--- config.mk ---
export PLATFORM = sky130hd
export DESIGN_NAME = bank_isu_iq_age
export DESIGN_NICKNAME = d
export VERILOG_FILES = /design/src/rtl/bank_isu_iq_age.sv
export SDC_FILE = /design/constraint.sdc
export NUM_CORES = 1
export LEC_CHECK = 0
export BUFFER_PORTS_ARGS = -buffer_cell sky130_fd_sc_hd__buf_2
export CAP_MARGIN = 30
export CORE_AREA = 3 3 229 231
export DETAILED_ROUTE_END_ITERATION = 16
export DIE_AREA = 0 0 232 234
export GPL_TIMING_DRIVEN = 0
export PLACE_DENSITY = 0.64
export REMOVE_ABC_BUFFERS = 1
export SETUP_SLACK_MARGIN = 0.15
export SYNTH_ARGS = -nofsm -noshare
export SYNTH_HDL_FRONTEND = slang
export SYNTH_SLANG_ARGS = --single-unit
--- constraint.sdc ---
create_clock -name clk_i -period 9.49 [get_ports clk_i]
set_input_delay 0.4745 -clock clk_i [delete_from_list [all_inputs] [get_ports clk_i]]
set_output_delay 0.4745 -clock clk_i [all_outputs]
set_load 0.01 [all_outputs]
--- src/rtl/bank_isu_iq_age.sv ---
// bank_isu_iq_age: bank issue queue with free-slot allocation, age-matrix oldest-first
// selection, per-channel credits, linefill wakeup and a stable-payload issue handshake.

module bank_isu_iq_age_chk #(
  parameter int CH_NUM = 4
) (
  input logic              clk_i,
  input logic              rst_ni,
  input logic [CH_NUM-1:0] credit_ovf
);

  // A credit returned to a full counter means downstream has lost track of its credits.
  credit_ovf_a: assert property (@(posedge clk_i) disable iff (!rst_ni)
                                 credit_ovf == {CH_NUM{1'b0}})
    else $error("credit returned to a full counter: %b", credit_ovf);

endmodule

module bank_isu_iq_age #(
  parameter int DEPTH     = 8,
  parameter int PTR_WIDTH = $clog2(DEPTH),
  parameter int CH_NUM    = 4,
  parameter int CH_W      = $clog2(CH_NUM),
  parameter int CREDITS   = 4,
  parameter int SWO_W     = 7,
  parameter int ROB_W     = 3,
  parameter int WBUF_W    = 8
) (
  input  logic                 clk_i,
  input  logic                 rst_ni,
  input  logic                 req_valid_i,
  output logic                 req_ready_o,
  input  logic                 req_inflight_i,
  input  logic                 req_need_linefill_i,
  input  logic [1:0]           req_opcode_i,
  input  logic [CH_W-1:0]      req_ch_id_i,
  input  logic [ROB_W-1:0]     req_rob_id_i,
  input  logic [SWO_W-1:0]     req_set_way_offset_i,
  input  logic [WBUF_W-1:0]    req_wbuffer_id_i,
  input  logic [3:0]           req_line_state_i,
  input  logic                 biu_isu_rvalid_i,
  input  logic [SWO_W-2:0]     biu_isu_rid_i,
  input  logic [CH_NUM-1:0]    ch_credit_ret_i,
  output logic                 iq_sc_valid_o,
  input  logic                 iq_sc_ready_i,
  output logic [2:0]           iq_sc_opcode_o,
  output logic [CH_W-1:0]      iq_sc_channel_id_o,
  output logic [ROB_W-1:0]     iq_sc_xbar_rob_num_o,
  output logic [SWO_W-1:0]     iq_sc_set_way_offset_o,
  output logic [WBUF_W-1:0]    iq_sc_wbuffer_id_o,
  output logic [1:0]           iq_sc_cacheline_state_offset0_o,
  output logic [1:0]           iq_sc_cacheline_state_offset1_o,
  output logic [SWO_W-2:0]     iq_linefill_buffer_raddr_o,
  input  logic [255:0]         linefill_buffer_data_i,
  output logic [127:0]         iq_sc_linefill_data_offset0_o,
  output logic [127:0]         iq_sc_linefill_data_offset1_o,
  output logic [PTR_WIDTH:0]   iq_count_o,
  output logic                 iq_empty_o
);

  localparam int                  CRED_W    = $clog2(CREDITS + 1);
  localparam logic [CRED_W-1:0]   CRED_INIT = CRED_W'(CREDITS);
  localparam logic [CRED_W-1:0]   CRED_ONE  = CRED_W'(1);
  localparam logic [PTR_WIDTH:0]  CNT_FULL  = (PTR_WIDTH + 1)'(DEPTH);
  localparam logic [PTR_WIDTH:0]  CNT_ONE   = (PTR_WIDTH + 1)'(1);

  function automatic logic [2:0] issue_opcode(input logic [1:0] op, input logic need_lf);
    logic [2:0] enc;
    if (op[1]) begin
      enc = 3'd3;
    end else if (op[0]) begin
      enc = 3'd0;
    end else if (need_lf) begin
      enc = 3'd2;
    end else begin
      enc = 3'd1;
    end
    return enc;
  endfunction

  logic [DEPTH-1:0]     valid_r;
  logic [DEPTH-1:0]     mshr_ok_r;
  logic [DEPTH-1:0]     need_lf_r;
  // age_r[i][j] set means entry j is older than entry i
  logic [DEPTH-1:0]     age_r      [DEPTH];
  logic [1:0]           opcode_r   [DEPTH];
  logic [CH_W-1:0]      ch_r       [DEPTH];
  logic [ROB_W-1:0]     rob_r      [DEPTH];
  logic [SWO_W-1:0]     swo_r      [DEPTH];
  logic [WBUF_W-1:0]    wbuf_r     [DEPTH];
  logic [3:0]           lstate_r   [DEPTH];
  logic [CRED_W-1:0]    credit_r   [CH_NUM];
  logic [PTR_WIDTH:0]   count_r;
  logic                 hold_vld_r;
  logic [PTR_WIDTH-1:0] hold_idx_r;

  logic [PTR_WIDTH-1:0] free_idx_s;
  logic [DEPTH-1:0]     elig_s;
  logic [DEPTH-1:0]     oldest_s;
  logic                 cand_vld_s;
  logic [PTR_WIDTH-1:0] cand_idx_s;
  logic [PTR_WIDTH-1:0] sel_idx_s;
  logic                 iss_vld_s;
  logic                 iss_s;
  logic                 enq_s;
  logic                 byp_s;
  logic [DEPTH-1:0]     iss_oh_s;
  logic [DEPTH-1:0]     wake_s;
  logic [CH_NUM-1:0]    cred_dec_s;
  logic [CH_NUM-1:0]    cred_ovf_s;
  logic [CRED_W-1:0]    credit_nxt_s [CH_NUM];

  assign req_ready_o = (count_r != CNT_FULL);
  assign enq_s       = req_valid_i & req_ready_o;
  assign byp_s       = biu_isu_rvalid_i & (biu_isu_rid_i == req_set_way_offset_i[SWO_W-1:1]);

  // Lowest-index free slot receives the next enqueue.
  always_comb begin
    free_idx_s = {PTR_WIDTH{1'b0}};
    for (int i = DEPTH - 1; i >= 0; i--) begin
      free_idx_s = valid_r[i] ? free_idx_s : PTR_WIDTH'(i);
    end
  end

  // Eligibility and linefill wakeup matches per entry.
  always_comb begin
    elig_s = {DEPTH{1'b0}};
    wake_s = {DEPTH{1'b0}};
    for (int i = 0; i < DEPTH; i++) begin
      elig_s[i] = valid_r[i] & mshr_ok_r[i] & (credit_r[ch_r[i]] != {CRED_W{1'b0}});
      wake_s[i] = biu_isu_rvalid_i & valid_r[i] & (swo_r[i][SWO_W-1:1] == biu_isu_rid_i);
    end
  end

  // Oldest eligible entry: eligible with no eligible entry older than it.
  always_comb begin
    oldest_s   = {DEPTH{1'b0}};
    cand_idx_s = {PTR_WIDTH{1'b0}};
    for (int i = 0; i < DEPTH; i++) begin
      oldest_s[i] = elig_s[i] & ~(|(age_r[i] & elig_s));
    end
    for (int i = DEPTH - 1; i >= 0; i--) begin
      cand_idx_s = oldest_s[i] ? PTR_WIDTH'(i) : cand_idx_s;
    end
    cand_vld_s = |oldest_s;
  end

  // A stalled issue keeps its slot selected so the payload cannot change under it.
  assign sel_idx_s = hold_vld_r ? hold_idx_r : cand_idx_s;
  assign iss_vld_s = hold_vld_r | cand_vld_s;
  assign iss_s     = iss_vld_s & iq_sc_ready_i;
  assign iss_oh_s  = {DEPTH{iss_s}} & (DEPTH'(1) << sel_idx_s);

  // Per-channel credit next state; issue and return together cancel out.
  always_comb begin
    cred_dec_s = {CH_NUM{1'b0}};
    cred_ovf_s = {CH_NUM{1'b0}};
    for (int c = 0; c < CH_NUM; c++) begin
      cred_dec_s[c] = iss_s & (ch_r[sel_idx_s] == CH_W'(c));
      cred_ovf_s[c] = ch_credit_ret_i[c] & ~cred_dec_s[c] & (credit_r[c] == CRED_INIT);
      case ({ch_credit_ret_i[c], cred_dec_s[c]})
        2'b10:   credit_nxt_s[c] = (credit_r[c] == CRED_INIT) ? credit_r[c]
                                                               : credit_r[c] + CRED_ONE;
        2'b01:   credit_nxt_s[c] = credit_r[c] - CRED_ONE;
        default: credit_nxt_s[c] = credit_r[c];
      endcase
    end
  end

  // Entry state: allocation, wakeup, age tracking and release on issue.
  always_ff @(posedge clk_i or negedge rst_ni) begin
    if (!rst_ni) begin
      valid_r   <= {DEPTH{1'b0}};
      mshr_ok_r <= {DEPTH{1'b0}};
      need_lf_r <= {DEPTH{1'b0}};
      for (int i = 0; i < DEPTH; i++) begin
        age_r[i]    <= {DEPTH{1'b0}};
        opcode_r[i] <= 2'b00;
        ch_r[i]     <= {CH_W{1'b0}};
        rob_r[i]    <= {ROB_W{1'b0}};
        swo_r[i]    <= {SWO_W{1'b0}};
        wbuf_r[i]   <= {WBUF_W{1'b0}};
        lstate_r[i] <= 4'h0;
      end
    end else begin
      for (int i = 0; i < DEPTH; i++) begin
        if (enq_s && (free_idx_s == PTR_WIDTH'(i))) begin
          valid_r[i]   <= 1'b1;
          mshr_ok_r[i] <= ~(req_need_linefill_i | req_inflight_i) | byp_s;
          need_lf_r[i] <= req_need_linefill_i;
          age_r[i]     <= valid_r & ~iss_oh_s;
          opcode_r[i]  <= req_opcode_i;
          ch_r[i]      <= req_ch_id_i;
          rob_r[i]     <= req_rob_id_i;
          swo_r[i]     <= req_set_way_offset_i;
          wbuf_r[i]    <= req_wbuffer_id_i;
          lstate_r[i]  <= req_line_state_i;
        end else if (iss_oh_s[i]) begin
          valid_r[i]   <= 1'b0;
          mshr_ok_r[i] <= 1'b0;
          age_r[i]     <= {DEPTH{1'b0}};
        end else begin
          mshr_ok_r[i] <= mshr_ok_r[i] | wake_s[i];
          age_r[i]     <= age_r[i] & ~iss_oh_s;
        end
      end
    end
  end

  // Credit counters.
  always_ff @(posedge clk_i or negedge rst_ni) begin
    if (!rst_ni) begin
      for (int c = 0; c < CH_NUM; c++) begin
        credit_r[c] <= CRED_INIT;
      end
    end else begin
      for (int c = 0; c < CH_NUM; c++) begin
        credit_r[c] <= credit_nxt_s[c];
      end
    end
  end

  // Occupancy counter.
  always_ff @(posedge clk_i or negedge rst_ni) begin
    if (!rst_ni) begin
      count_r <= {(PTR_WIDTH + 1){1'b0}};
    end else begin
      case ({enq_s, iss_s})
        2'b10:   count_r <= count_r + CNT_ONE;
        2'b01:   count_r <= count_r - CNT_ONE;
        default: count_r <= count_r;
      endcase
    end
  end

  // Hold register pins the selection while the SRAM controller back-pressures.
  always_ff @(posedge clk_i or negedge rst_ni) begin
    if (!rst_ni) begin
      hold_vld_r <= 1'b0;
      hold_idx_r <= {PTR_WIDTH{1'b0}};
    end else if (iss_vld_s && !iq_sc_ready_i) begin
      hold_vld_r <= 1'b1;
      hold_idx_r <= sel_idx_s;
    end else begin
      hold_vld_r <= 1'b0;
      hold_idx_r <= hold_idx_r;
    end
  end

  assign iq_sc_valid_o                   = iss_vld_s;
  assign iq_sc_opcode_o                  = issue_opcode(opcode_r[sel_idx_s], need_lf_r[sel_idx_s]);
  assign iq_sc_channel_id_o              = ch_r[sel_idx_s];
  assign iq_sc_xbar_rob_num_o            = rob_r[sel_idx_s];
  assign iq_sc_set_way_offset_o          = swo_r[sel_idx_s];
  assign iq_sc_wbuffer_id_o              = wbuf_r[sel_idx_s];
  assign iq_sc_cacheline_state_offset0_o = lstate_r[sel_idx_s][1:0];
  assign iq_sc_cacheline_state_offset1_o = lstate_r[sel_idx_s][3:2];
  assign iq_linefill_buffer_raddr_o      = swo_r[sel_idx_s][SWO_W-1:1];
  assign iq_sc_linefill_data_offset0_o   = linefill_buffer_data_i[127:0];
  assign iq_sc_linefill_data_offset1_o   = linefill_buffer_data_i[255:128];
  assign iq_count_o                      = count_r;
  assign iq_empty_o                      = (count_r == {(PTR_WIDTH + 1){1'b0}});

  bank_isu_iq_age_chk #(
    .CH_NUM (CH_NUM)
  ) u_chk (
    .clk_i      (clk_i),
    .rst_ni     (rst_ni),
    .credit_ovf (cred_ovf_s)
  );

endmodule

Word-level counts from Yosys, hierarchy flattened
Cells that the tools add are included.
{"block": "totals", "wordCells": 403, "in_bits": 299, "output_inout_bits": 296, "regBits": 316}
{"block": "op_classes", "bitwise": 95, "magnitude_cmp": 10, "n_reduce_logical": 47, "shift": 1, "add_sub_neg": 10, "n_eq_ne": 38, "mux": 122}
{"cell": "bitwise AND 8 bit", "n": 18}
{"cell": "2-to-1 mux 8 bit", "n": 18}
{"cell": "2-to-1 mux 3 bit", "n": 41}
{"cell": "OR reduction 8 bit", "n": 9}
{"cell": "equality test 6 bit", "n": 9}
{"cell": "binary-select mux 3 bit (select 2 bit)", "n": 8}
{"cell": "bitwise AND 1 bit", "n": 47}
{"cell": "2-to-1 mux 1 bit", "n": 34}
{"cell": "nonzero test 2 bit", "n": 13}
{"cell": "binary-select mux 8 bit (select 3 bit)", "n": 1}
{"cell": "equality test 3 bit, second input constant", "n": 8}
{"cell": ">= comparator 3 bit, second input constant", "n": 8}
{"cell": "NOT 2 -> 3 bit", "n": 8}
{"cell": "one-hot mux 3 bit (2 select lines)", "n": 4}
{"cell": "nonzero test 3 bit", "n": 8}
{"cell": "binary-select mux 7 bit (select 3 bit)", "n": 1}
{"cell": "equality test 2 bit, second input constant", "n": 7}
{"cell": "2-to-1 mux 7 bit", "n": 2}
{"cell": "adder 3 x 1 -> 3 bit, second input constant", "n": 4}
{"cell": "binary-select mux 2 bit (select 3 bit)", "n": 2}
{"cell": "binary-select mux 4 bit (select 3 bit)", "n": 1}
{"cell": "equality test 2 x 1 -> 1 bit, second input constant", "n": 6}
{"cell": "subtractor 3 x 1 -> 3 bit, second input constant", "n": 4}
{"cell": "bitwise OR 1 bit", "n": 11}
{"cell": "23 further kinds", "n": 51}

Longest topological paths before layout
Gate-level depths: netlist of the first run.
{"block": "logic_depth", "ltp_word": 28, "ltp_mapped": 22, "depth_no_buf": 19}

Worst setup path before layout of the first run
Ideal clock, no wire load.
{"block": "synth_path", "kind": "flip-flop to flip-flop", "start": "register credit_r[11] (netlist bit)", "end": "register credit_r[7] (netlist bit)", "t_required_ns": 9.363, "stages_incl_launch_ff": 17, "path_slack_ns": 4.989, "synth_period_minus_slack_ns": 4.501, "arrival_ns": 4.374, "setup_time_ns": 0.127, "path_buffers": 2, "path_cell_list": "dfstp_2 buf_2 or3_1 or3_1 and3_1 buf_2 a22o_1 or4_1 nand3_2 a31oi_4 nor2_4 mux4_2 o22ai_1 nand3_1 fa_1 a21oi_1 mux2_1"}
{"block": "synth_between", "elab_chain_len": 27, "elab_cells_between_ends": 96, "classes_between": "4 x eq/ne; 37 x mux; 36 x bitwise; 19 x reduce/logical"}
{"element": "from (decl)", "line": "92", "text": "logic [CRED_W-1:0] credit_r [CH_NUM];"}
{"element": "from (signal, indexed assignment)", "line": "218", "text": "credit_r[c] <= credit_nxt_s[c];"}
{"element": "binary-select mux 3 bit (select 2 bit)", "line": "130", "text": "elig_s[i] = valid_r[i] & mshr_ok_r[i] & (credit_r[ch_r[i]] != {CRED_W{1'b0}});"}
{"element": "2-to-1 mux 3 bit (not written as such) (2 in series)", "line": "130"}
{"element": "nonzero test 3 bit", "line": "130"}
{"element": "bitwise AND 1 bit", "line": "130"}
{"element": "bitwise AND 8 bit", "line": "140", "text": "oldest_s[i] = elig_s[i] & ~(|(age_r[i] & elig_s));"}
{"element": "OR reduction 8 bit", "line": "140"}
{"element": "NOT 1 bit", "line": "140"}
{"element": "bitwise AND 1 bit", "line": "140"}
{"element": "(+9 left out)"}
{"element": "NOT 3 -> 4 bit (not written as such)", "line": "159", "text": "cred_dec_s[c] = iss_s & (ch_r[sel_idx_s] == CH_W'(c));"}
{"element": "binary-select mux 2 bit (select 3 bit)", "line": "159"}
{"element": "2-to-1 mux 2 bit (not written as such) (2 in series)", "line": "159"}
{"element": "equality test 2 x 1 -> 1 bit", "line": "159"}
{"element": "bitwise AND 1 bit *", "line": "159"}
{"element": "equality test 2 bit / equality test 2 x 1 -> 1 bit (equally long branches)", "line": "161", "text": "case ({ch_credit_ret_i[c], cred_dec_s[c]})"}
{"element": "!= test 2 bit (no line) / nonzero test 2 bit (equally long branches)"}
{"element": "AND reduction 2 bit (no line)"}
Every way passes the cells marked *; elsewhere a longest branch is shown, timed or not. The select of a mux whose other input is x is not followed.
A chain may end at the register's enable or synchronous reset.

Worst setup path in the final report of the first run
{"block": "layout_path", "start": "register valid_r[0]", "end": "output port iq_sc_opcode_o[0]"}
{"block": "layout_between", "elab_chain_len": 21, "elab_cells_between_ends": 52, "classes_between": "17 x mux; 27 x bitwise; 8 x reduce/logical"}
{"element": "from (decl)", "line": "81", "text": "logic [DEPTH-1:0] valid_r;"}
{"element": "from (signal assigned)", "line": "173", "text": "valid_r <= {DEPTH{1'b0}};"}
{"element": "bitwise AND 1 bit * (2 in series)", "line": "130"}
{"element": "bitwise AND 8 bit", "line": "140"}
{"element": "OR reduction 8 bit", "line": "140"}
{"element": "NOT 1 bit", "line": "140"}
{"element": "bitwise AND 1 bit", "line": "140"}
{"element": "2-to-1 mux 3 bit (7 in series)", "line": "143", "text": "cand_idx_s = oldest_s[i] ? PTR_WIDTH'(i) : cand_idx_s;"}
{"element": "2-to-1 mux 3 bit *", "line": "143"}
{"element": "2-to-1 mux 3 bit *", "line": "149", "text": "assign sel_idx_s = hold_vld_r ? hold_idx_r : cand_idx_s;"}
{"element": "NOT 3 -> 4 bit (not written as such)", "line": "251", "text": "assign iq_sc_opcode_o = issue_opcode(opcode_r[sel_idx_s], need_lf_r[sel_idx_s]);"}
{"element": "binary-select mux 2 bit (select 3 bit)", "line": "251"}
{"element": "2-to-1 mux 2 bit (not written as such) (2 in series)", "line": "251"}
{"element": "2-to-1 mux 3 bit", "line": "71", "text": "end else if (op[0]) begin"}
{"element": "2-to-1 mux 3 bit *", "line": "69", "text": "if (op[1]) begin"}
{"element": "to (decl)", "line": "46", "text": "output logic [2:0] iq_sc_opcode_o,"}
Marks and branches as above.

==> qor.csv, run 1 <==
stage;metric;value;unit
status;outcome;finished with violations;
status;violations;hold timing;
clocking;cts.repair.resized;0;
grt;grt_max_degree;108;
detailed_routing;firstDrtPassIters;6;
logic_synthesis;ys_warn_count;0;
floorplan;initial_utilization;36.3;%
setup_path;startpoint_type;flop;
grt;overflow;0;
floorplan;pin_count;595;
clocking;path_clk_slew;70;ps
logic_synthesis;ys_types;73;
setup_path;reg2reg_to;credit_r[10];
grt;grt_pass1_vias;14200;
clocking;clk_latency;550;ps
cells_and_area;nFillCells;5118;
floorplan;die_x;232;µm
floorplan;die_area;0.0543;mm²
setup_path;worst-endpoint-arrival;5560;ps
detailed_routing;vias_per_cell;5.82;
logic_synthesis;synth_area_per_cell;8.78;µm²
sta;hold_violations;19;
clocking;cts_setup_buffers;0;
floorplan;core-area;0.0503;mm²
floorplan;fp-row-count;82;
setup_path;worstPathMaxFanout;27;
power_and_ir_drop;vdd_ir_drop_max;302;µV
floorplan;die_y;234;µm
setup_path;critPathRequiredTime;9020;ps
setup_path;worst-r2r-setup-slack;3490;ps
sta;fin_worst_skew;19.9;ps
logic_synthesis;ys_ff_latch;316;
logic_synthesis;yosysMostFrequentCell;nand2_1;
cells_and_area;regArea;0.00791;mm²
detailed_routing;avgRoutedWirePerCell;47.6;µm
detailed_routing;dr_total_vias;14900;
clocking;cts_tree;built;
setup_path;end_kind;primary output;
clocking;cts_buffers;35;
power_and_ir_drop;power_density;427;mW/mm²
placed_design;gp_congestion;1.04;
sta;maxSlewViolCount;0;
grt;antenna_found_initial;9;
sta;worstMarginPinSlew;1030;ps
logic_synthesis;synthFlopType;dfrtp_1;
logic_synthesis;synth_top_cell_area_share;42.7;%
cells_and_area;syn_to_final_growth;3.62;%
setup_path;r2r-start;valid_r[0];
setup_path;reg2reg_depth;16;
detailed_routing;finalWirelength;122000;µm
logic_synthesis;seq_area_frac_synth;43.3;%
sta;clock.fmax;166;MHz
detailed_routing;ant_nets;0;
clocking;holdBufCountCts;0;
sta;rsz0062_at_grt;false;
placed_design;dp_hpwl;99400;µm
logic_synthesis;synth_area;0.0183;mm²
logic_synthesis;yosysTopAreaCell;dfrtp_1;
clocking;clockBufferDepth;3;
sta;setup_viol;0;
sta;layout_worst_path_cycle_share;63.6;%
clocking;htree_num_levels;2;
detailed_routing;first_iter_violations;1553;
sta;setup_tns;0;ps
logic_synthesis;synth_cells;2082;
cells_and_area;layout.nets;2162;
grt;grt.total_usage;44.1;%
logic_synthesis;synth_edf_count;0;
cells_and_area;multi_input_area;0.00785;mm²
logic_synthesis;yosys-top-cells-area;dfrtp_1 (43%), nand2_1 (13%), buf_4 (11%);
logic_synthesis;async_flop_share;100;%
clocking;numClockSinks;316;
worst_hold_path;hold_class;in -> async;
power_and_ir_drop;cellLeakagePower;0.00934;µW
detailed_routing;drc;0;
sta;finalCriticalPeriod;6030;ps
cells_and_area;drive_gt1_share;16.5;%
sta;slew_headroom;31.1;%
placed_design;portBuffers;81;
sta;hold_slack;-46.1;ps
flow_run;maxCapViolations;0;
setup_path;crit_type;reg -> out;
grt;grt_pass1_wl;154000;µm
logic_synthesis;synthTopCellsByCount;nand2_1 (627), dfrtp_1 (312), buf_4 (264);
clocking;root_buffer;clkbuf_16;
worst max path at each step:
stage / slack, ps / cells after the start / to / startpoint
after floorplan: 2670 / 17 / credit_r[10] / credit_r[9]
after global placement: -1600 / 14 / credit_r[1] / valid_r[0]
after detailed placement: 3720 / 16 / credit_r[10] / valid_r[0]
after CTS: 3580 / 16 / iq_sc_opcode_o[0] / valid_r[0]
after global routing: 3280 / 16 / credit_r[10] / credit_r[0]
final: 3460 / 16 / iq_sc_opcode_o[0] / valid_r[0]
stage by stage:
step	setup WS (ps)	instances	util, %	area, µm²	total power (µW)
finish	3460	2559	37.7	18900	8080
global route	3280	2553	37.6	18900	8560
CTS	3580	2552	37.6	18900	8020
detailed placement	3720	2490	35.4	17800	6640
global placement	-1600	2454	33.9	17100	6350
floorplan	2670	1701	-	15800	4930
placed cells by master (no fill, tap or decap), types with 6 or more instances in the layout:
| master | count |
|---|---|
| buf_2 | 82 |
| xor2_1 | 18 |
| and3_1 | 17 |
| dfrtp_1 | 312 |
| nor4_1 | 15 |
| nor2_1 | 49 |
| nor3_1 | 12 |
| o211ai_1 | 30 |
| buf_16 | 6 |
| o22ai_1 | 12 |
| nor2b_1 | 10 |
| nand2_2 | 6 |
| clkbuf_8 | 7 |
| inv_1 | 33 |
| nor2_4 | 6 |
| a22oi_1 | 19 |
| mux2i_1 | 59 |
| clkbuf_16 | 35 |
| clkbuf_1 | 9 |
| o21ai_0 | 50 |
| and2_1 | 7 |
| nand2_1 | 622 |
| mux2_1 | 9 |
| a22o_1 | 10 |
| xnor2_1 | 40 |
| diode_2 | 7 |
| o21ai_1 | 28 |
| mux2_2 | 100 |
| a21oi_1 | 74 |
| buf_12 | 17 |
| nand4_1 | 7 |
| nand3_1 | 56 |
kinds of logic after synthesis:
family / count (synthesis) / synth area share [%]
simple gates: 851 / 19.8
xor+xnor: 58 / 2.78
compound gates: 262 / 8.92
flops: 316 / 43.3
buf+inv: 416 / 14.2
fa+ha+maj: 8 / 0.753
other cells: 1 / 0.0205
mux: 170 / 10.2
state kept, by name (all words and copies together), names as in the netlist, 3 cells and up:
name and cells:
iq_count_o 4, mshr_ok_r 8, rob_r 24, ch_r 16, wbuf_r 64, swo_r 56
valid_r 8, lstate_r 32, opcode_r 16, need_lf_r 8, hold_idx_r 3, credit_r 12
age_r 64
worst max-delay path: stages, from the launching register on:
cell and delay (ps):
dfrtp_1 710, nand2_1 130, nor4_2 880, o21bai_1 160, a2111oi_0 560, nand3_1 230, or3b_1 270, a31oi_4 60
nor2_4 190, buf_12 230, buf_12 250, buf_12 240, mux2_2 350, o21ai_0 180, o21ai_1 100, o21bai_1 230
buf_2 170
where the power goes:
group | switching (µW) | internal (µW)
clock | 605 | 774
combinational | 2580 | 1720
sequential | 479 | 1920
layout make-up:
class | count | area share (%)
antenna | 7 | 0.0925
clock buffer | 51 | 5.31
clock inverter | 11 | 0.628
inverter | 35 | 0.694
multi-input combinational | 1350 | 41.4
sequential | 316 | 41.8
tap | 672 | 4.44
timing repair buffer | 117 | 5.59
routing by layer:
| layer | vias to the layer above | wire length (µm) | global-route usage, % |
|---|---|---|---|
| met4 | 16 | 21300 | 59.1 |
| met1 | 7153 | 27800 | 30.5 |
| met3 | 399 | 23400 | 37.2 |
| met2 | 1133 | 48800 | 62.0 |
| li1 | 6181 | - | - |
| met5 | - | 582 | 12.1 |
No activity file was read; power rests on OpenSTA's default activity.
==> inputs of run 2 (changes only) <==
--- a/config.mk
+++ b/config.mk
@@ -7,9 +7,9 @@
 export LEC_CHECK = 0
 export BUFFER_PORTS_ARGS = -buffer_cell sky130_fd_sc_hd__buf_2
 export CAP_MARGIN = 30
-export CORE_AREA = 3 3 229 231
+export CORE_AREA = 3 3 228 230
 export DETAILED_ROUTE_END_ITERATION = 16
-export DIE_AREA = 0 0 232 234
+export DIE_AREA = 0 0 231 233
 export GPL_TIMING_DRIVEN = 0
 export PLACE_DENSITY = 0.64
 export REMOVE_ABC_BUFFERS = 1
==> constraint.sdc (replaced) <==
create_clock -name clk_i -period 6.2 [get_ports clk_i]
set_input_delay 0.31 -clock clk_i [delete_from_list [all_inputs] [get_ports clk_i]]
set_output_delay 0.31 -clock clk_i [all_outputs]
set_load 0.01 [all_outputs]
==> run 2 against run 1 <==
  * The run now ends clean
  * Design area grew 0.60%
  * Count of clock-buffer cells in the layout unchanged
  * Final cell count rose by 0.39%
  * Utilization up 0.38 points
==> qor.csv, run 2 (synthesis gave the netlist of run 1 again) <==
stage;metric;value;unit;change
detailed_routing;drc;0;;unchanged
clocking;clockBufferDepth;3;;unchanged
sta;rsz0062_at_grt;false;;
clocking;path_clk_slew;60;ps;about the same
sta;finalCriticalPeriod;5690;ps;
clocking;cts_buffers;35;;unchanged
setup_path;r2r-start;credit_r[2];;
sta;layout_worst_path_cycle_share;91.7;%;
floorplan;initial_utilization;36.5;%;+0.15 points
setup_path;worstPathMaxFanout;31;;+15%
flow_run;maxCapViolations;0;;unchanged
cells_and_area;layout.nets;2174;;+0.56%
power_and_ir_drop;sw_frac_of_total;45.1;%;-0.27 points
grt;antenna_found_initial;10;;+1
detailed_routing;finalWirelength;122000;µm;+0.20%
floorplan;core-area;0.0501;mm²;-0.41%
power_and_ir_drop;switchingPower;5590;µW;+53%
placed_design;dp_hpwl;98800;µm;-0.56%
floorplan;die_y;233;µm;-0.43%
clocking;htree_num_levels;2;;unchanged
cells_and_area;reg_top3;age_r (64), wbuf_r (64), swo_r (56);;
cells_and_area;nFillCells;5081;;-0.72%
sta;clock.fmax;176;MHz;
clocking;root_buffer;clkbuf_16;;
cells_and_area;regArea;0.00791;mm²;unchanged
placed_design;place_ws;-399;ps;-4120 ps
power_and_ir_drop;p_total;12400;µW;+53%
setup_path;startpoint_type;flop;;
detailed_routing;first_iter_violations;1577;;+1.5%
setup_path;cpPeakStageDelay;660;ps;-220 ps
worst_hold_path;min_from;iq_sc_ready_i;;
worst_hold_path;min_delay_path_depth;2;;
sta;slew_headroom;36.9;%;+5.8 points
cells_and_area;drive_gt1_share;17.1;%;+0.64 points
detailed_routing;dr_total_vias;14900;;+0.27%
detailed_routing;vias_per_cell;5.81;;-0.12%
setup_path;timing.critical_path.mode_cell;buf_2;;
grt;grt_pass1_vias;14000;;-1.2%
placed_design;placed_cells;2490;;unchanged
sta;fin_worst_skew;11.7;ps;-8.21 ps
placed_design;portBuffers;81;;unchanged
worst_hold_path;hold_class;in -> reg;;
sta;setup_tns;0;ps;unchanged
sta;maxSlewViolCount;0;;unchanged
clocking;cts_tree;built;;
power_and_ir_drop;vdd_ir_drop_max;371;µV;+23%
clocking;clk_latency;540;ps;about the same
power_and_ir_drop;p_comb_share;53.3;%;about the same
cells_and_area;finalNonFillerCells;2569;;+0.39%
setup_path;worst-r2r-setup-slack;670;ps;-2820 ps
setup_path;reg2reg_to;credit_r[10];;
sta;setup_viol;0;;unchanged
setup_path;crit_chain;nor3_1 -> buf_2 -> and3_1 -> nor3_2 -> a2111oi_0 -> nor4bb_1 -> nand2b_1 -> or2_2 -> o22ai_4 -> buf_12 -> clkinv_1 -> o21ai_0 -> mux2i_1 -> o21bai_1 -> buf_2;;
setup_path;end_kind;primary output;;
sta;worstMarginPinSlew;939;ps;-94.4 ps
cells_and_area;syn_to_final_growth;4.25;%;
power_and_ir_drop;seqPwrFrac;29.7;%;about the same
sta;hold_violations;0;;-19
clocking;numClockSinks;316;;unchanged
power_and_ir_drop;internal_power;6820;µW;+54%
setup_path;crit_slowest_cell;nor3_2;;
floorplan;die_area;0.0538;mm²;-0.86%
detailed_routing;avgRoutedWirePerCell;47.5;µm;-0.19%
power_and_ir_drop;cellLeakagePower;0.00941;µW;+0.74%
floorplan;fp-row-count;82;;unchanged
power_and_ir_drop;power_density;651;mW/mm²;+53%
power_and_ir_drop;clockPowerShare;17.0;%;about the same
setup_path;critPathRequiredTime;5890;ps;-3130 ps
detailed_routing;ant_nets;0;;unchanged
setup_path;worst-endpoint-arrival;5380;ps;-180 ps
sta;layout_setup_ws;515;ps;-2940 ps
cells_and_area;finalCoreUtilization;38.0;%;+0.38 points
cells_and_area;layout_common_cells;nand2_1 (622), dfrtp_1 (312), mux2_2 (100), buf_2 (83), a21oi_1 (74);;
floorplan;pin_count;595;;unchanged
status;outcome;complete, no violations;;
floorplan;die_x;231;µm;-0.43%
setup_path;crit_type;reg -> out;;
placed_design;gp_congestion;1.06;;+1.3%
grt;grt_pass1_wl;154000;µm;+0.22%
grt;grt.total_usage;44.6;%;+0.49 points
detailed_routing;firstDrtPassIters;5;;-1
worst_hold_path;hold_end;hold_idx_r[2];;
grt;overflow;0;;unchanged
setup_path;reg2reg_depth;17;;+1
grt;grt_max_degree;122;;+13%
cells_and_area;final_common_cell;nand2_1;;
cells_and_area;multi_input_area;0.00787;mm²;+0.24%
-- run 2: cell types whose count changed in the layout (fill, tap and decap cells not counted), sizes merged --
cell / previous run / this run
diode: 7 / 5
nor2: 55 / 56
clkinv: 6 / 9
buf: 117 / 127
clkinvlp: 2 / 1
dlygate4sd3: 0 / 1
inv: 37 / 35
-- run 2: worst max-delay path, delay by kind of cell (launching register included) --
| kind | cells | cell delay, ps |
|---|---|---|
| mux | 1 | 120 |
| simple gates | 6 | 1630 |
| compound gates | 4 | 1470 |
| flops | 1 | 600 |
| buf+inv | 4 | 990 |
-- run 2: cell type report --
type	count	share of cell area (%)
Sequential cell	316	41.5
Multi-Input combinational cell	1351	41.3
Timing Repair Buffer	128	6.03
Clock buffer	51	5.45
Tap cell	672	4.41
Inverter	35	0.690
Clock inverter	11	0.512
Antenna cell	5	0.0657
-- run 2: power groups by stage --
stage	clock (µW)	combinational, µW	sequential, µW
finish	2110	6620	3680
CTS	2110	6480	3650
detailed placement	0	6420	3680
floorplan	0	4100	3440
global route	2210	7200	3770
global placement	0	5880	3610
-- run 2: repair_timing --
action | in CTS | in global routing
resized for setup | 2 | 1
pin swaps | 2 | 2
buffers inserted | 3 | 6
gates cloned | 1 | 0
hold buffers | 1 | 0
endpoints found under the setup margin | 10 | 9
hold endpoints to repair | 110 | 0
-- run 2: worst max-delay path by stage --
stage / start / to / slack [ps] / depth (start not counted)
3_5_place_dp: credit_r[9] / credit_r[10] / -400 / 18
6_report: credit_r[2] / iq_sc_opcode_o[0] / 510 / 15
5_1_grt: credit_r[2] / iq_sc_opcode_o[0] / 310 / 17
2_1_floorplan: credit_r[9] / credit_r[10] / -620 / 17
3_3_place_gp: valid_r[0] / credit_r[7] / -5140 / 14
4_1_cts: credit_r[9] / credit_r[10] / 170 / 18
-- run 2: stage by stage --
| stage | cell area, µm² | hold slack, ps |
|---|---|---|
| 6_report | 19000 | 37.7 |
| 5_1_grt | 19000 | 62.9 |
| 4_1_cts | 19000 | 40.0 |
| 3_5_place_dp | 17800 | 457 |
| 3_3_place_gp | 17100 | 452 |
| 2_1_floorplan | 15800 | 14.4 |
-- run 2: routing by layer --
layer	vias to the layer above	routed length [µm]	track usage, %
li1	6226	-	-
met1	7111	27400	30.9
met2	1170	48700	62.7
met3	397	23400	37.4
met4	18	21700	59.2
met5	-	885	14.9
==> inputs of run 3 (changes only) <==
--- a/config.mk
+++ b/config.mk
@@ -8,6 +8,7 @@
 export BUFFER_PORTS_ARGS = -buffer_cell sky130_fd_sc_hd__buf_2
 export CAP_MARGIN = 30
 export CORE_AREA = 3 3 228 230
+export CTS_BUF_LIST = sky130_fd_sc_hd__clkbuf_16
 export DETAILED_ROUTE_END_ITERATION = 16
 export DIE_AREA = 0 0 231 233
 export GPL_TIMING_DRIVEN = 0
==> run 3 against run 2 <==
  * Global-route usage decreased by 0.27 points
  * Register-to-register slack got worse by 250 ps
  * Total power decreased by 1.1%
  * Clock skew increased by 3.5 ps
  * First-iteration DRC count increased by 7.4%
  * Hold slack improved by 13 ps
  * Largest power group unchanged
==> qor.csv, run 3 (synthesis gave the netlist of run 1 again) <==
stage;metric;value;unit;change
detailed_routing;finalWirelength;122000;µm;-0.28%
clocking;clk_latency;540;ps;about the same
sta;layout_worst_path_cycle_share;93.3;%;+1.6 points
sta;slew_headroom;36.4;%;-0.53 points
setup_path;worstPathMaxFanout;19;;-39%
power_and_ir_drop;seqPwrFrac;30.0;%;+0.3 points
floorplan;pin_count;595;;unchanged
floorplan;die_area;0.0538;mm²;unchanged
setup_path;reg2reg_depth;19;;+2
setup_path;cpPeakStageDelay;650;ps;about the same
placed_design;dp_hpwl;98800;µm;unchanged
power_and_ir_drop;internal_power;6670;µW;-2.1%
clocking;htree_num_levels;2;;unchanged
worst_hold_path;hold_class;in -> reg;;
floorplan;die_y;233;µm;unchanged
sta;rsz0062_at_grt;false;;
detailed_routing;ant_nets;0;;unchanged
detailed_routing;first_iter_violations;1693;;+7.4%
setup_path;setup.worst_path.start;credit_r[2];;
placed_design;gp_congestion;1.06;;unchanged
floorplan;initial_utilization;36.5;%;unchanged
power_and_ir_drop;clockPowerShare;16.3;%;-0.7 points
floorplan;die_x;231;µm;unchanged
grt;grt_max_degree;122;;unchanged
cells_and_area;layout_common_cells;nand2_1 (622), dfrtp_1 (312), mux2_2 (100), buf_2 (83), a21oi_1 (74);;
placed_design;portBuffers;81;;unchanged
status;outcome;complete, no violations;;
sta;fin_worst_skew;15.2;ps;+3.53 ps
setup_path;crit_type;reg -> reg;;
setup_path;r2r-start;credit_r[2];;
setup_path;critPathRequiredTime;6620;ps;+730 ps
placed_design;placed_cells;2490;;unchanged
cells_and_area;finalCoreUtilization;37.8;%;-0.21 points
sta;setup_viol;0;;unchanged
sta;maxSlewViolCount;0;;unchanged
power_and_ir_drop;p_comb_share;53.7;%;+0.4 points
power_and_ir_drop;cellLeakagePower;0.00938;µW;-0.33%
cells_and_area;syn_to_final_growth;3.66;%;
setup_path;worst-endpoint-arrival;6210;ps;+830 ps
power_and_ir_drop;sw_frac_of_total;45.6;%;+0.56 points
setup_path;worst-r2r-setup-slack;420;ps;-250 ps
sta;setup_tns;0;ps;unchanged
setup_path;crit_cells;19;;+4
setup_path;crit_chain;nor3_1 -> buf_2 -> and3_1 -> nor4_4 -> buf_4 -> buf_4 -> a22o_1 -> nor4bb_1 -> nand2b_1 -> or2_2 -> o22ai_4 -> mux2i_1 -> mux2i_2 -> inv_2 -> nor2_1 -> nand2_1 -> fa_1 -> o21ai_0 -> mux2_1;;
floorplan;core-area;0.0501;mm²;unchanged
sta;hold_violations;0;;unchanged
grt;antenna_found_initial;13;;+3
detailed_routing;avgRoutedWirePerCell;47.4;µm;-0.24%
detailed_routing;drc;0;;unchanged
grt;grt_pass1_vias;14000;;-0.014%
setup_path;path_delay_family;simple AND/OR/NAND/NOR gates;;
sta;clock.fmax;173;MHz;-1.7%
flow_run;maxCapViolations;0;;unchanged
setup_path;startpoint_type;flop;;
detailed_routing;dr_total_vias;15100;;+1.3%
cells_and_area;reg_top3;age_r (64), wbuf_r (64), swo_r (56);;
clocking;clockBufferDepth;3;;unchanged
setup_path;reg2reg_to;credit_r[10];;
worst_hold_path;min_delay_path_depth;3;;+1
setup_path;cp.buffers_inverters;4;;unchanged
detailed_routing;vias_per_cell;5.89;;+1.4%
cells_and_area;layout.nets;2171;;-0.14%
grt;overflow;0;;unchanged
sta;finalCriticalPeriod;5780;ps;+99.3 ps
clocking;cts_tree;built;;
cells_and_area;drive_gt1_share;16.6;%;-0.56 points
cells_and_area;finalNonFillerCells;2568;;-0.039%
grt;grt_pass1_wl;153000;µm;-0.43%
clocking;numClockSinks;316;;unchanged
power_and_ir_drop;switchingPower;5600;µW;+0.18%
detailed_routing;firstDrtPassIters;5;;unchanged
cells_and_area;final_common_cell;nand2_1;;
sta;worstMarginPinSlew;947;ps;+7.86 ps
floorplan;fp-row-count;82;;unchanged
cells_and_area;nFillCells;5093;;+0.24%
clocking;root_buffer;clkbuf_16;;
setup_path;crit_slowest_cell;o22ai_4;;
clocking;cts_buffers;35;;unchanged
grt;grt.total_usage;44.4;%;-0.27 points
power_and_ir_drop;vdd_ir_drop_max;370;µV;-0.18%
power_and_ir_drop;power_density;648;mW/mm²;-0.50%
setup_path;end_kind;flop;;
setup_path;endpoint;credit_r[10];;
clocking;path_clk_slew;60;ps;about the same
setup_path;timing.critical_path.mode_cell;buf_4;;
==> run 3: cell types whose count changed in the layout (fill, tap and decap cells not counted), sizes merged <==
cell	delta
buf	-3
clkbuf	-15
clkinv	+8
diode	+2
inv	+7
==> run 3: cell type report <==
class	instances	area [µm²]	share of cell area (%)
Antenna cell	7	17.5	0.0925
Timing Repair Buffer	125	1130	5.95
Clock buffer	36	901	4.76
Tap cell	672	841	4.44
Sequential cell	316	7910	41.8
Clock inverter	26	154	0.813
Multi-Input combinational cell	1351	7860	41.5
Inverter	35	131	0.694
==> run 3: power by group through the flow <==
stage / Sequential, µW / Clock, µW / Combinational, µW
finish: 3680 / 2000 / 6590
global route: 3770 / 2100 / 7150
CTS: 3650 / 2000 / 6480
detailed placement: 3680 / 0 / 6420
global placement: 3610 / 0 / 5880
floorplan: 3440 / 0 / 4100
==> run 3: worst min path at each step <==
stage                       end  slack, ps                 from
finish               wbuf_r[20]         50  req_wbuffer_id_i[4]
global placement     wbuf_r[40]        450           wbuf_r[40]
detailed placement  lstate_r[7]        460               rst_ni
CTS                  wbuf_r[20]         40  req_wbuffer_id_i[4]
global route         wbuf_r[20]         60  req_wbuffer_id_i[4]
floorplan              age_r[0]         10               rst_ni
==> run 3: through the flow <==
step | total power, µW | setup WS, ps | hold WS, ps | cell area [µm²]
after floorplan | 7540 | -624 | 14.4 | 15800
after global placement | 9490 | -5140 | 452 | 17100
after detailed placement | 10100 | -399 | 457 | 17800
after CTS | 12100 | 169 | 40.0 | 18900
after global routing | 13000 | 168 | 61.9 | 18900
final | 12300 | 415 | 50.8 | 18900
==> run 3: routing by layer <==
metal	track usage, %	up-vias	share of wire (%)	routed length (µm)
li1	-	6232	-	-
met1	29.7	7297	22	26500
met2	63.0	1165	40	49100
met3	38.7	407	20	24300
met4	58.6	18	17	21200
met5	9.93	-	0.47	578
==> run 3: repair_timing <==
| item | CTS | global route |
|---|---|---|
| gates resized for setup | 2 | 0 |
| gates cloned | 1 | 0 |
| hold buffers | 1 | 0 |
| endpoints found under the hold margin | 110 | 0 |
| buffers inserted | 3 | 3 |
| endpoints found under the setup margin | 10 | 9 |
| pin swaps | 2 | 2 |
==> run 3: tightest hold or removal path, delay by kind of cell <==
kind          cells  cell delay (ps)
buf+inv           1              140
simple gates      2              100
